<file path="config.mk">
export PLATFORM = sky130hd
export DESIGN_NAME = multicycle_control
export DESIGN_NICKNAME = d
export VERILOG_FILES = /design/src/rtl/multicycle_control.sv
export SDC_FILE = /design/constraint.sdc
export NUM_CORES = 1
export LEC_CHECK = 0
export BUFFER_PORTS_ARGS = -buffer_cell sky130_fd_sc_hd__buf_2
export CORE_UTILIZATION = 35
export DETAILED_ROUTE_END_ITERATION = 7
export SYNTH_ARGS = -nofsm -noshare
export SYNTH_HDL_FRONTEND = slang
export SYNTH_SLANG_ARGS = --single-unit
</file>
<file path="constraint.sdc">
create_clock -name clk -period 3.9 [get_ports clk]
set_input_delay 1.17 -clock clk [delete_from_list [all_inputs] [get_ports clk]]
set_output_delay 1.17 -clock clk [all_outputs]
set_load 0.03 [all_outputs]
</file>
<file path="src/rtl/multicycle_control.sv">
// Main control FSM of the multi-cycle MIPS core: fetch/decode/execute/memory/writeback with memory timeout.
// Optional performance counters are enabled by defining MULTICYCLE_PERF_CNT_EN.
module multicycle_control #(
  parameter int ALUOP_WIDTH = 3,
  parameter int MAX_WAIT    = 15
) (
  input  logic                   clk,
  input  logic                   reset,
  input  logic [5:0]             op,
  input  logic                   mem_ready,
  output logic                   pc_write,
  output logic                   pc_write_eq,
  output logic                   pc_write_ne,
  output logic                   i_or_d,
  output logic                   mem_read,
  output logic                   mem_write,
  output logic                   ir_write,
  output logic                   mem_to_reg,
  output logic                   reg_dst,
  output logic                   reg_write,
  output logic                   alu_src_a,
  output logic [1:0]             alu_src_b,
  output logic [1:0]             pc_source,
  output logic [ALUOP_WIDTH-1:0] alu_op,
  output logic                   illegal_op,
  output logic                   bus_error,
  output logic [3:0]             state
`ifdef MULTICYCLE_PERF_CNT_EN
  ,
  output logic [31:0]            cycle_count,
  output logic [31:0]            instr_count
`endif
);

  typedef enum logic [3:0] {
    S_INIT   = 4'd0,
    S_FETCH  = 4'd1,
    S_DECODE = 4'd2,
    S_MEMADR = 4'd3,
    S_MEMRD  = 4'd4,
    S_MEMWB  = 4'd5,
    S_MEMWR  = 4'd6,
    S_REXEC  = 4'd7,
    S_RWB    = 4'd8,
    S_IEXEC  = 4'd9,
    S_IWB    = 4'd10,
    S_BRANCH = 4'd11,
    S_JUMP   = 4'd12,
    S_ERROR  = 4'd15
  } state_t;

  localparam logic [5:0] OP_R    = 6'h00;
  localparam logic [5:0] OP_J    = 6'h02;
  localparam logic [5:0] OP_BEQ  = 6'h04;
  localparam logic [5:0] OP_BNE  = 6'h05;
  localparam logic [5:0] OP_ADDI = 6'h08;
  localparam logic [5:0] OP_ANDI = 6'h0C;
  localparam logic [5:0] OP_ORI  = 6'h0D;
  localparam logic [5:0] OP_LUI  = 6'h0F;
  localparam logic [5:0] OP_LW   = 6'h23;
  localparam logic [5:0] OP_SW   = 6'h2B;

  localparam logic [2:0] ALU_ADD   = 3'b100;
  localparam logic [2:0] ALU_SUB   = 3'b001;
  localparam logic [2:0] ALU_OR    = 3'b101;
  localparam logic [2:0] ALU_AND   = 3'b110;
  localparam logic [2:0] ALU_LUI   = 3'b011;
  localparam logic [2:0] ALU_RTYPE = 3'b111;

  localparam logic [7:0] WAIT_LIM = 8'(MAX_WAIT);

  state_t     state_q, state_d;
  logic [5:0] op_q, op_d;
  logic [7:0] wait_q, wait_d;
  logic       illegal_q, illegal_d;
  logic       bus_err_q, bus_err_d;
  logic       mem_stall;

  function automatic logic [ALUOP_WIDTH-1:0] alu_code(input logic [2:0] c);
    return ALUOP_WIDTH'(c);
  endfunction

  always_ff @(posedge clk or negedge reset) begin
    if (!reset) begin
      state_q   <= S_INIT;
      op_q      <= '0;
      wait_q    <= '0;
      illegal_q <= 1'b0;
      bus_err_q <= 1'b0;
    end else begin
      state_q   <= state_d;
      op_q      <= op_d;
      wait_q    <= wait_d;
      illegal_q <= illegal_d;
      bus_err_q <= bus_err_d;
    end
  end

  // Memory states share one handshake: completion beats a timeout in the same cycle.
  always_comb begin
    state_d   = state_q;
    op_d      = op_q;
    illegal_d = illegal_q;
    bus_err_d = bus_err_q;
    mem_stall = 1'b0;
    case (state_q)
      S_INIT: state_d = S_FETCH;
      S_FETCH, S_MEMRD, S_MEMWR: begin
        if (mem_ready) begin
          case (state_q)
            S_FETCH: state_d = S_DECODE;
            S_MEMRD: state_d = S_MEMWB;
            default: state_d = S_FETCH;
          endcase
        end else if (wait_q == WAIT_LIM) begin
          state_d   = S_ERROR;
          bus_err_d = 1'b1;
        end else begin
          mem_stall = 1'b1;
        end
      end
      S_DECODE: begin
        op_d = op;
        case (op)
          OP_R:                             state_d = S_REXEC;
          OP_ADDI, OP_ANDI, OP_ORI, OP_LUI: state_d = S_IEXEC;
          OP_LW, OP_SW:                     state_d = S_MEMADR;
          OP_BEQ, OP_BNE:                   state_d = S_BRANCH;
          OP_J:                             state_d = S_JUMP;
          default: begin
            state_d   = S_ERROR;
            illegal_d = 1'b1;
          end
        endcase
      end
      S_MEMADR: state_d = (op_q == OP_LW) ? S_MEMRD : S_MEMWR;
      S_REXEC:  state_d = S_RWB;
      S_IEXEC:  state_d = S_IWB;
      S_MEMWB, S_RWB, S_IWB, S_BRANCH, S_JUMP: state_d = S_FETCH;
      S_ERROR:  state_d = S_ERROR;
      default:  state_d = S_INIT;
    endcase
    wait_d = mem_stall ? (wait_q + 8'd1) : 8'd0;
  end

  always_comb begin
    pc_write    = 1'b0;
    pc_write_eq = 1'b0;
    pc_write_ne = 1'b0;
    i_or_d      = 1'b0;
    mem_read    = 1'b0;
    mem_write   = 1'b0;
    ir_write    = 1'b0;
    mem_to_reg  = 1'b0;
    reg_dst     = 1'b0;
    reg_write   = 1'b0;
    alu_src_a   = 1'b0;
    alu_src_b   = 2'b00;
    pc_source   = 2'b00;
    alu_op      = '0;
    case (state_q)
      S_FETCH: begin
        mem_read  = 1'b1;
        ir_write  = mem_ready;
        pc_write  = mem_ready;
        alu_src_b = 2'b01;
        alu_op    = alu_code(ALU_ADD);
      end
      S_DECODE: begin
        alu_src_b = 2'b11;
        alu_op    = alu_code(ALU_ADD);
      end
      S_MEMADR: begin
        alu_src_a = 1'b1;
        alu_src_b = 2'b10;
        alu_op    = alu_code(ALU_ADD);
      end
      S_MEMRD: begin
        mem_read = 1'b1;
        i_or_d   = 1'b1;
      end
      S_MEMWB: begin
        reg_write  = 1'b1;
        mem_to_reg = 1'b1;
      end
      S_MEMWR: begin
        mem_write = 1'b1;
        i_or_d    = 1'b1;
      end
      S_REXEC: begin
        alu_src_a = 1'b1;
        alu_op    = alu_code(ALU_RTYPE);
      end
      S_RWB: begin
        reg_write = 1'b1;
        reg_dst   = 1'b1;
      end
      S_IEXEC: begin
        alu_src_a = 1'b1;
        alu_src_b = 2'b10;
        case (op_q)
          OP_ANDI: alu_op = alu_code(ALU_AND);
          OP_ORI:  alu_op = alu_code(ALU_OR);
          OP_LUI:  alu_op = alu_code(ALU_LUI);
          default: alu_op = alu_code(ALU_ADD);
        endcase
      end
      S_IWB: reg_write = 1'b1;
      S_BRANCH: begin
        alu_src_a   = 1'b1;
        alu_op      = alu_code(ALU_SUB);
        pc_source   = 2'b01;
        pc_write_eq = (op_q == OP_BEQ);
        pc_write_ne = (op_q == OP_BNE);
      end
      S_JUMP: begin
        pc_write  = 1'b1;
        pc_source = 2'b10;
      end
      default: ;
    endcase
  end

  assign illegal_op = illegal_q;
  assign bus_error  = bus_err_q;
  assign state      = state_q;

`ifdef MULTICYCLE_PERF_CNT_EN
  logic [31:0] cycle_cnt_q, cycle_cnt_d;
  logic [31:0] instr_cnt_q, instr_cnt_d;
  logic        instr_done;

  // An instruction retires on the edge that carries its last state back to FETCH.
  assign instr_done = (state_d == S_FETCH) &&
                      (state_q inside {S_MEMWB, S_MEMWR, S_RWB, S_IWB, S_BRANCH, S_JUMP});

  always_comb begin
    cycle_cnt_d = cycle_cnt_q;
    instr_cnt_d = instr_cnt_q;
    if (state_q != S_INIT && state_q != S_ERROR) cycle_cnt_d = cycle_cnt_q + 32'd1;
    if (instr_done) instr_cnt_d = instr_cnt_q + 32'd1;
  end

  always_ff @(posedge clk or negedge reset) begin
    if (!reset) begin
      cycle_cnt_q <= '0;
      instr_cnt_q <= '0;
    end else begin
      cycle_cnt_q <= cycle_cnt_d;
      instr_cnt_q <= instr_cnt_d;
    end
  end

  assign cycle_count = cycle_cnt_q;
  assign instr_count = instr_cnt_q;
`endif

endmodule
</file>
---- Word level (Yosys, flattened, before mapping) ----
Index checks and enable logic that the tools add are counted.
word-level totals
  bits in registers ....................... 20
  bits in latches ......................... 0
  bits in writable memories ............... 0
  memory bits (read-only) ................. 0
  input bits .............................. 9
  output and inout bits ................... 24
  memories ................................ 0
operators by class
  add/subtract/negate cells ............... 1
  $mul .................................... 0
  div/mod/pow operators ................... 0
  order comparisons ....................... 0
  eq/ne operators ......................... 30
  shift-type cells ........................ 0
  multiplexer cells ....................... 25
  bitwise logic cells ..................... 2
  reduce and logical (&&, ||, !) cells .... 16
operators by type and width
  cell                                           count
  == test 6 x 4 -> 1 bit, second input constant  7
  one-hot mux 4 bit (7 select lines)             1
  == test 4 bit, second input constant           6
  == test 6 x 3 -> 1 bit, second input constant  4
  one-hot mux 4 bit (5 select lines)             1
  == test 6 bit, second input constant           3
  == test 4 x 3 -> 1 bit, second input constant  4
  two-way mux 1 bit                              13
  one-hot mux 3 bit (4 select lines)             1
  OR reduction 10 bit                            1
  OR reduction 2 bit                             5
  one-hot mux 3 bit (3 select lines)             1
  OR reduction 3 bit                             3
  adder 8 x 1 -> 8 bit, second input constant    1
  == test 4 x 2 -> 1 bit, second input constant  2
  == test 8 x 4 -> 1 bit, second input constant  1
  two-way mux 4 bit                              2
  two-way mux 8 bit                              1
  OR reduction 4 bit                             2
  == test 6 x 2 -> 1 bit, second input constant  1
  logical NOT 6 bit                              1
  one-hot mux 2 bit (3 select lines)             1
  one-hot mux 3 bit (2 select lines)             1
  OR reduction 6 bit                             1
  9 further kinds                                10

---- Longest topological paths before layout ----
Gate-level depths: netlist (run 1).
  depth after elaboration ................. 5
  depth in mapped cells ................... 7

---- Worst setup path before layout (run 1) ----
OpenSTA, ideal clock, no wires.
  path kind ............................... register to output
  start point ............................. register state_q[3] (netlist: state[3])
  end point ............................... output pc_write
  arrival ................................. 2,087 ps
  data required time ...................... 2,730 ps
  setup slack ............................. 643 ps
  cell stages (with the launch flop) ...... 5
  path buffers ............................ 1
  path through ............................ dfrtp_1 -> clkbuf_1 -> nand2_1 -> nor3_1 -> or2_2
between the ends
  cells in the longest elaborated chain, start to end .. 2
  elaborated cells on any way between the ends .. 3
  classes of those cells .................. eq/ne (2); mux (1)
ends and longest elaborated chain
  what                                                     RTL line  RTL
  start, declared                                          72        state_t state_q, state_d;
  start signal, assigned                                   91        state_q <= state_d;
  == test 4 bit or == test 4 x 1 -> 1 bit (tied branches)  161       case (state_q)
  one-hot mux 1 bit (2 select lines) (*)                   161
  end, declared                                            11        output logic pc_write,
Every way passes the cells marked *; elsewhere a longest branch is shown, timed or not.

---- Final worst setup path (run 1) ----
  start point ............................. register state_q[0] (netlist: state[0])
  end point ............................... output pc_write_eq
between the ends
  cells in the longest elaborated chain, start to end .. 2
ends and longest elaborated chain
  what               RTL line  RTL
  == test 4 bit      161
  two-way mux 1 bit  161
  end, declared      12        output logic pc_write_eq,
No other way between the ends.

==> results of run 1 <==
how the worst max path moves through the flow:
stage | start | to | slack, ns | cells after the start
global route | state[0] | pc_write_eq | 0.52 | 5
floorplan | state[3] | pc_write | 0.64 | 4
detailed placement | mem_ready | pc_write | 0.82 | 4
finish | state[0] | pc_write_eq | 0.73 | 5
global placement | mem_ready | pc_write | 0.85 | 4
CTS | state[0] | pc_write_eq | 0.73 | 5
area by class of cell:
class | count | area (um2)
multi-input cells | 121 | 752
flip-flops and latches | 20 | 500
clock inverters | 1 | 30.0
clock buffers | 3 | 41.3
repair buffers | 32 | 160
fillers | 357 | 1890
inverters | 4 | 15.0
well taps | 46 | 57.6
cell families (layout without fill, tap and decap cells):
kind of cell,after synthesis,count (layout),synth area share [%]
buffers and inverters,13,40,4.03
flip-flops,20,20,38.4
adder cells (fa/ha/maj),2,2,1.73
multiplexers,6,6,5.18
AND/OR/NAND/NOR,70,70,27.6
XOR/XNOR,9,9,6.04
AO/OA/AOI/OAI,34,34,17.1
per-layer routing:
layer	part of all wire [%]	vias up
met5	0	-
met4	0.48	0
met3	4.6	2
met2	44	40
met1	50	561
li1	-	598
registers in the layout, indices dropped and copies added (netlist names):
register    cells
wait_q          8
bus_error       1
state           4
op_q            6
illegal_op      1
synthesized netlist by cell type (all sizes together) (5+ instances only):
master  instances
mux2            6
dfrtp          20
nand3           5
a21oi          10
clkbuf          5
xnor2           5
nor2           23
nand2          14
nor3            6
through the flow:
stage | worst slack, ns | hold slack, ns | std cells | utilization, % | total power, mW
2_1_floorplan | 0.643 | 0.433 | 154 | - | 0.947
3_3_place_gp | 0.847 | 0.440 | 223 | 43.1 | 1.10
3_5_place_dp | 0.822 | 0.446 | 223 | 43.1 | 1.11
4_1_cts | 0.727 | 0.464 | 227 | 45.2 | 1.32
5_1_grt | 0.525 | 0.500 | 227 | 45.2 | 1.40
6_report | 0.728 | 0.457 | 227 | 45.2 | 1.31
worst register-to-register path, stage by stage, from the launching register on:
cell and delay, ns:
sky130_fd_sc_hd__dfrtp_1 0.87, sky130_fd_sc_hd__nor2b_1 0.34, sky130_fd_sc_hd__o21ai_1 0.16, sky130_fd_sc_hd__nand2b_1 0.38, sky130_fd_sc_hd__a22oi_1 0.26, sky130_fd_sc_hd__o211ai_1 0.11
power breakdown:
| group | internal, mW | switching, mW | total [mW] |
|---|---|---|---|
| Sequential | 0.270 | 0.144 | 0.414 |
| Clock | 0.137 | 0.0659 | 0.203 |
| Combinational | 0.253 | 0.436 | 0.689 |
| Total | 0.660 | 0.646 | 1.31 |
==> results by group, run 1 <==
Status
  – Run status: completed

Die
  – Vertical extent of the die: 63.1 um
  – Std-Cell Core Area: 0.00344 mm2
  – Floorplan die area: 0.00398 mm2
  – Total number of placement rows: 21
  – Initial core utilization: 37.9%
  – Total I/O pin count: 33
  – Width of the die: 63.1 um

Global routing
  – Total GRT Usage: 16.2%
  – Maximum number of pins on one net before global-route repair: 26
  – Number of antenna violations at the first check in global routing: 0
  – GR Layer Usage met2: 25.4%
  – Remaining Overflow, GRT: 0
  – Global-route wire length before repair: 5220 um
  – Busiest metal layer after global routing: met2
  – Vias in the first global route: 1155
  – GR Layer Usage met1: 22.1%
  – Met3 global-route usage: 3.80%

STA
  – Count of final max-slew check failures: 0
  – Min Clock Period, post-route: 3.17 ns
  – Setup repair after global routing missed its margin: false
  – Crit share post-route: 81.3%
  – Slew margin rel.: 46.3%
  – Final number of setup-violating endpoints: 0
  – Hold Vio Cnt, Final: 0
  – Worst Clk Skew: 0.00320 ns
  – Top achievable clock speed: 0.315 GHz
  – Sum of negative setup slack: 0 ns
  – Transition time of the tightest slew-check pin: 0.806 ns

Job
  – Number of max-cap violations: 0

Place
  – Detailed placement HPWL: 2130 um
  – Final weighted congestion in routability-driven placement: 0.884
  – Placed instance area: 0.00149 mm2
  – I/O Buffers: 32

Clock network
  – TritonCTS Buffers: 3
  – TritonCTS clock tree: built
  – CTS hold repair buffers: 0
  – Post-cts resize count: 0
  – CTS sink cnt: 20
  – Later-pin clock latency in the skew report: 0.25 ns
  – CTS clock-pin slew for the worst setup and hold paths: 0.07 ns
  – Total setup buffers inserted after CTS: 0
  – H-tree level count: 1
  – Clock root buffer: sky130_fd_sc_hd__clkbuf_8
  – Maximum buffer depth of the clock tree: 2

Worst setup path
  – CP max FO: 25
  – Worst r2r dst: state[0]
  – Length in cells of the worst reg-to-reg path: 5
  – Kind of critical path: reg -> out
  – Kind of cell adding the most delay to the critical path: flip-flops
  – Setup crit end kind: output pin
  – Slowest cell delay on critical path: 0.87 ns
  – Buffering stage count on the worst path with inverters included: 1
  – Cell Chain, Critical Path: nand2_1, nor2_1, and2_1, nor2b_1, buf_2
  – Worst r2r src: state[0]
  – Worst path slowest cell: sky130_fd_sc_hd__dfrtp_1
  – Crit path DAT: 2.00 ns
  – Category of the worst setup path launch point: flip-flop
  – Required time worst endpoint: 2.73 ns
  – Flop-to-flop setup slack: 1.64 ns

Yosys
  – Warnings from Yosys: 0
  – Fraction of registers with async set or reset after synthesis: 100%
  – Number of distinct library cells after synthesis: 42
  – Largest area contributor in the synthesized netlist: sky130_fd_sc_hd__dfrtp_1
  – Register area share after synthesis: 38.4%
  – Number of enable-type register cells in the synthesized netlist: 0
  – Register bit total from synthesis: 20
  – Combined area of all synthesized cells: 0.00131 mm2
  – Post-synthesis area per instance: 8.47 um2
  – Mapped Cells: 154
  – Post-Synthesis Net Count: 164
  – Primary flip-flop cell chosen by synthesis mapping: sky130_fd_sc_hd__dfrtp_1
  – Leading post-synthesis cells by cell area: sky130_fd_sc_hd__dfrtp_1 (38%), sky130_fd_sc_hd__nor2_1 (6.6%), sky130_fd_sc_hd__mux2_2 (5.2%), sky130_fd_sc_hd__nand2_1 (4.0%), sky130_fd_sc_hd__a21oi_1 (3.8%)
  – Area share of the largest cell type after synthesis: 38.4%

Hold path
  – Number of stages on the worst hold path: 1
  – Worst hold start: illegal_op
  – Worst Hold Path EP: illegal_op
  – Worst min-delay path class: reg -> reg

Drt
  – Wire per inst: 12.8 um
  – Routed via count: 1201
  – Total Wirelength: 2900 um
  – Final antenna-violating net count: 0
  – Number of design rule violations left after detail routing: 0
  – Pre-Repair DR Iteration Count: 4
  – Via-to-Cell Ratio: 5.29
  – DRC violation total after the first TritonRoute iteration: 114

Cells and area
  – Antenna fix cells: 0
  – Leading cell type in the layout, fill and taps excluded: sky130_fd_sc_hd__buf_2
  – Share of layout cells above drive strength 1: 27.1%
  – Cell area after layout: 0.00156 mm2
  – Syn-to-layout area delta: 19.3%
  – Layout Nets: 192
  – Top library cells by usage in the layout, fill and taps aside: sky130_fd_sc_hd__buf_2 (32), sky130_fd_sc_hd__nor2_1 (23), sky130_fd_sc_hd__dfrtp_1 (20)

Power and ir drop
  – P per Cell Area: 839 mW/mm2
  – Reported leakage power: 0.686 nW
  – Maximum ir drop on the vdd rail: 0.000262 V
Power figures use the tool's default switching activity.
==> inputs of run 2 (changes only) <==
- ABC_AREA: default -> 1
- clock period: 3.9 -> 2.9 ns (I/O delays scaled with it)
==> results by group, run 2 <==
Drt
  – Total Wirelength: 2870 um (-1.1%)
  – Wire per inst: 10.2 um (-20%)
  – Pre-Repair DR Iteration Count: 4 (unchanged)
  – Total met3 wirelength after detailed routing: 99 um (-26%)
  – Via-to-Cell Ratio: 4.57 (-14%)
  – Routed wl met2: 1320 um (+2.9%)
  – Number of design rule violations left after detail routing: 0 (unchanged)
  – Routed via count: 1283 (+6.8%)
  – Final antenna-violating net count: 0 (unchanged)
  – DRC violation total after the first TritonRoute iteration: 77 (-32%)
  – Top layer used by detailed routing: met4
  – Met1 wire length: 1410 um (-3.7%)

Yosys
  – Synthesized-area fraction occupied by ao, oa, aoi and oai cells: 8.24% (-8.8 points)
  – Mapped Cells: 198 (+29%)
  – Area share of the largest cell type after synthesis: 36.6% (-1.7 points)
  – Most used standard cell by instance count after synthesis: sky130_fd_sc_hd__nand2_1
  – Warnings from Yosys: 0 (unchanged)
  – Dominant combinational cell family by area after synthesis: simple AND/OR/NAND/NOR gates
  – Area share of and/or/nand/nor cells after synthesis: 42.9% (+15 points)
  – Multiplexer area fraction after synthesis: 0% (-5.2 points)
  – Fraction of registers with async set or reset after synthesis: 100% (unchanged)
  – Post-Synthesis Net Count: 208 (+27%)
  – Primary flip-flop cell chosen by synthesis mapping: sky130_fd_sc_hd__dfrtp_1
  – Synth Area in Adders: 0.916% (-0.81 points)
  – Number of distinct library cells after synthesis: 28 (-33%)
  – Combined area of all synthesized cells: 0.00137 mm2 (+4.7%)
  – Most frequent cells after synthesis: sky130_fd_sc_hd__nand2_1 (57), sky130_fd_sc_hd__nor2_1 (35), sky130_fd_sc_hd__inv_1 (28), sky130_fd_sc_hd__dfrtp_1 (20), sky130_fd_sc_hd__nand3_1 (13)
  – Leading post-synthesis cells by cell area: sky130_fd_sc_hd__dfrtp_1 (37%), sky130_fd_sc_hd__nand2_1 (16%), sky130_fd_sc_hd__nor2_1 (9.6%), sky130_fd_sc_hd__inv_1 (7.7%), sky130_fd_sc_hd__nand3_1 (4.8%)
  – Share of the synthesized netlist area taken by xor and xnor gates: 1.28% (-4.8 points)
  – Number of enable-type register cells in the synthesized netlist: 0 (unchanged)
  – Register bit total from synthesis: 20 (unchanged)
  – Register area share after synthesis: 36.6% (-1.7 points)
  – Post-synthesis area per instance: 6.90 um2 (-19%)
  – Largest area contributor in the synthesized netlist: sky130_fd_sc_hd__dfrtp_1

Global routing
  – Global-route wire length before repair: 5130 um (-1.7%)
  – Vias in the first global route: 1229 (+6.4%)
  – Maximum number of pins on one net before global-route repair: 21 (-19%)
  – Remaining Overflow, GRT: 0 (unchanged)
  – Total GRT Usage: 15.5% (-0.68 points)
  – Number of antenna violations at the first check in global routing: 0 (unchanged)

Clock network
  – Maximum buffer depth of the clock tree: 2 (unchanged)
  – CTS clock-pin slew for the worst setup and hold paths: 0.08 ns (about the same)
  – TritonCTS clock tree: built
  – CTS sink cnt: 20 (unchanged)
  – Later-pin clock latency in the skew report: 0.26 ns (about the same)
  – Clock root buffer: sky130_fd_sc_hd__clkbuf_8
  – H-tree level count: 1 (unchanged)
  – CTS hold repair buffers: 0 (unchanged)
  – Post-cts resize count: 0 (unchanged)
  – Total setup buffers inserted after CTS: 0 (unchanged)
  – TritonCTS Buffers: 3 (unchanged)

Cells and area
  – Layout Nets: 244 (+27%)
  – Share of layout cells above drive strength 1: 23.2% (-3.9 points)
  – Largest register FFs: 8 (unchanged)
  – Syn-to-layout area delta: 20.3%
  – Top register by number of flip-flops: wait_q
  – Top library cells by usage in the layout, fill and taps aside: sky130_fd_sc_hd__nand2_1 (57), sky130_fd_sc_hd__nor2_1 (35), sky130_fd_sc_hd__buf_2 (32)
  – Leading cell type in the layout, fill and taps excluded: sky130_fd_sc_hd__nand2_1
  – Antenna fix cells: 0 (unchanged)

STA
  – Sum of negative setup slack: 0 ns (unchanged)
  – Slew margin rel.: 68.8% (+23 points)
  – Transition time of the tightest slew-check pin: 0.468 ns (-0.338 ns)
  – Setup ws final: 0.276 ns (-0.452 ns)
  – Min Clock Period, post-route: 2.62 ns
  – Top achievable clock speed: 0.381 GHz
  – Worst Clk Skew: 0.00294 ns (-0.000261 ns)
  – Hold Vio Cnt, Final: 0 (unchanged)
  – Setup repair after global routing missed its margin: false
  – Final number of setup-violating endpoints: 0 (unchanged)
  – Count of final max-slew check failures: 0 (unchanged)
  – Crit share post-route: 90.5%

Job
  – Number of max-cap violations: 0 (unchanged)

Die
  – Std-Cell Core Area: 0.00372 mm2 (+8.0%)
  – Width of the die: 64.5 um (+2.3%)
  – Initial core utilization: 36.8% (-1.1 points)
  – Total number of placement rows: 22 (+4.8%)
  – Total I/O pin count: 33 (unchanged)
  – Vertical extent of the die: 64.5 um (+2.3%)
  – Floorplan die area: 0.00416 mm2 (+4.6%)

Worst setup path
  – CP max FO: 11 (-56%)
  – Category of the worst setup path launch point: flip-flop
  – Flop-to-flop setup slack: 1.42 ns (-0.22 ns)
  – Kind of critical path: reg -> out
  – Setup crit end kind: output pin
  – Crit path DAT: 1.75 ns (-0.25 ns)
  – Required time worst endpoint: 2.03 ns (-0.70 ns)

Power and ir drop
  – Maximum ir drop on the vdd rail: 0.000171 V (-35%)
  – P per Cell Area: 354 mW/mm2 (-58%)
  – Reported leakage power: 0.918 nW (+34%)

Hold path
  – Worst min-delay path class: reg -> reg

Place
  – Setup WS pre-CTS: 0.566 ns (-0.255 ns)
  – Final weighted congestion in routability-driven placement: 0.829 (-6.2%)
  – I/O Buffers: 32 (unchanged)
  – Detailed placement HPWL: 2290 um (+7.3%)

Status
  – Run status: completed
[run 2: cell count changes after synthesis, moves of 5 or more]
cell / change
sky130_fd_sc_hd__nand3_1: +8
sky130_fd_sc_hd__nor2_1: +12
sky130_fd_sc_hd__inv_1: +25
sky130_fd_sc_hd__mux2_2: -6
sky130_fd_sc_hd__clkbuf_1: -5
sky130_fd_sc_hd__nor3_1: -5
sky130_fd_sc_hd__a21oi_1: -8
sky130_fd_sc_hd__nand2_1: +43
[run 2: cells by family (layout without fill, tap and decap cells)]
logic type / Yosys count / after routing
adders and majority gates: 1 / 1
AOI/OAI and AO/OA: 17 / 17
and+or+nand+nor: 125 / 125
xor gates and xnor gates: 2 / 2
DFF: 20 / 20
buffers and inverters: 33 / 68
[run 2: layer usage]
metal  vias to the layer above  global-route usage [%]
li1                        690                       -
met1                       567                    19.6
met2                        21                    26.4
met3                         5                    2.82
met4                         0                    5.56
met5                         -                       0
[run 2: layout make-up]
cell class                 instances  area (um2)
multi-input combinational        145         729
clock buffer                       3        41.3
inverter                          32         123
tap                               48        60.1
clock inverter                     1        30.0
fill                             395        2070
sequential                        20         500
timing repair buffer              32         160
[run 2: worst paths after layout]
kind                           start         to  cells after the start
min in group asynchronous      reset  wait_q[6]                      1
max                         state[3]  alu_op[2]                      6
min reg2reg                bus_error  bus_error                      1
max in group asynchronous      reset  wait_q[2]                      1
min                        bus_error  bus_error                      1
max reg2reg                wait_q[0]   state[0]                      7
[run 2: through the flow]
step | std cells | util (%) | cell area [um2] | total power [mW] | hold WS [ns]
final | 281 | 44.2 | 1640 | 0.582 | 0.466
after global routing | 281 | 44.2 | 1640 | 0.605 | 0.481
after CTS | 281 | 44.2 | 1640 | 0.589 | 0.473
after detailed placement | 277 | 42.3 | 1570 | 0.310 | 0.454
after global placement | 277 | 42.3 | 1570 | 0.310 | 0.447
after floorplan | 198 | - | 1370 | 0.294 | 0.430
[run 2: where the power goes]
group / switching, mW / internal, mW
registers: 0 / 0.279
logic: 0.0176 / 0.00696
clock network: 0.0945 / 0.184
[run 2: critical path, stage by stage, from the launching register on]
cell and delay, ns:
sky130_fd_sc_hd__dfrtp_1 0.47, sky130_fd_sc_hd__nor2_2 0.23, sky130_fd_sc_hd__inv_1 0.12, sky130_fd_sc_hd__nor2_4 0.21
sky130_fd_sc_hd__inv_2 0.15, sky130_fd_sc_hd__nand4_1 0.12, sky130_fd_sc_hd__buf_2 0.20
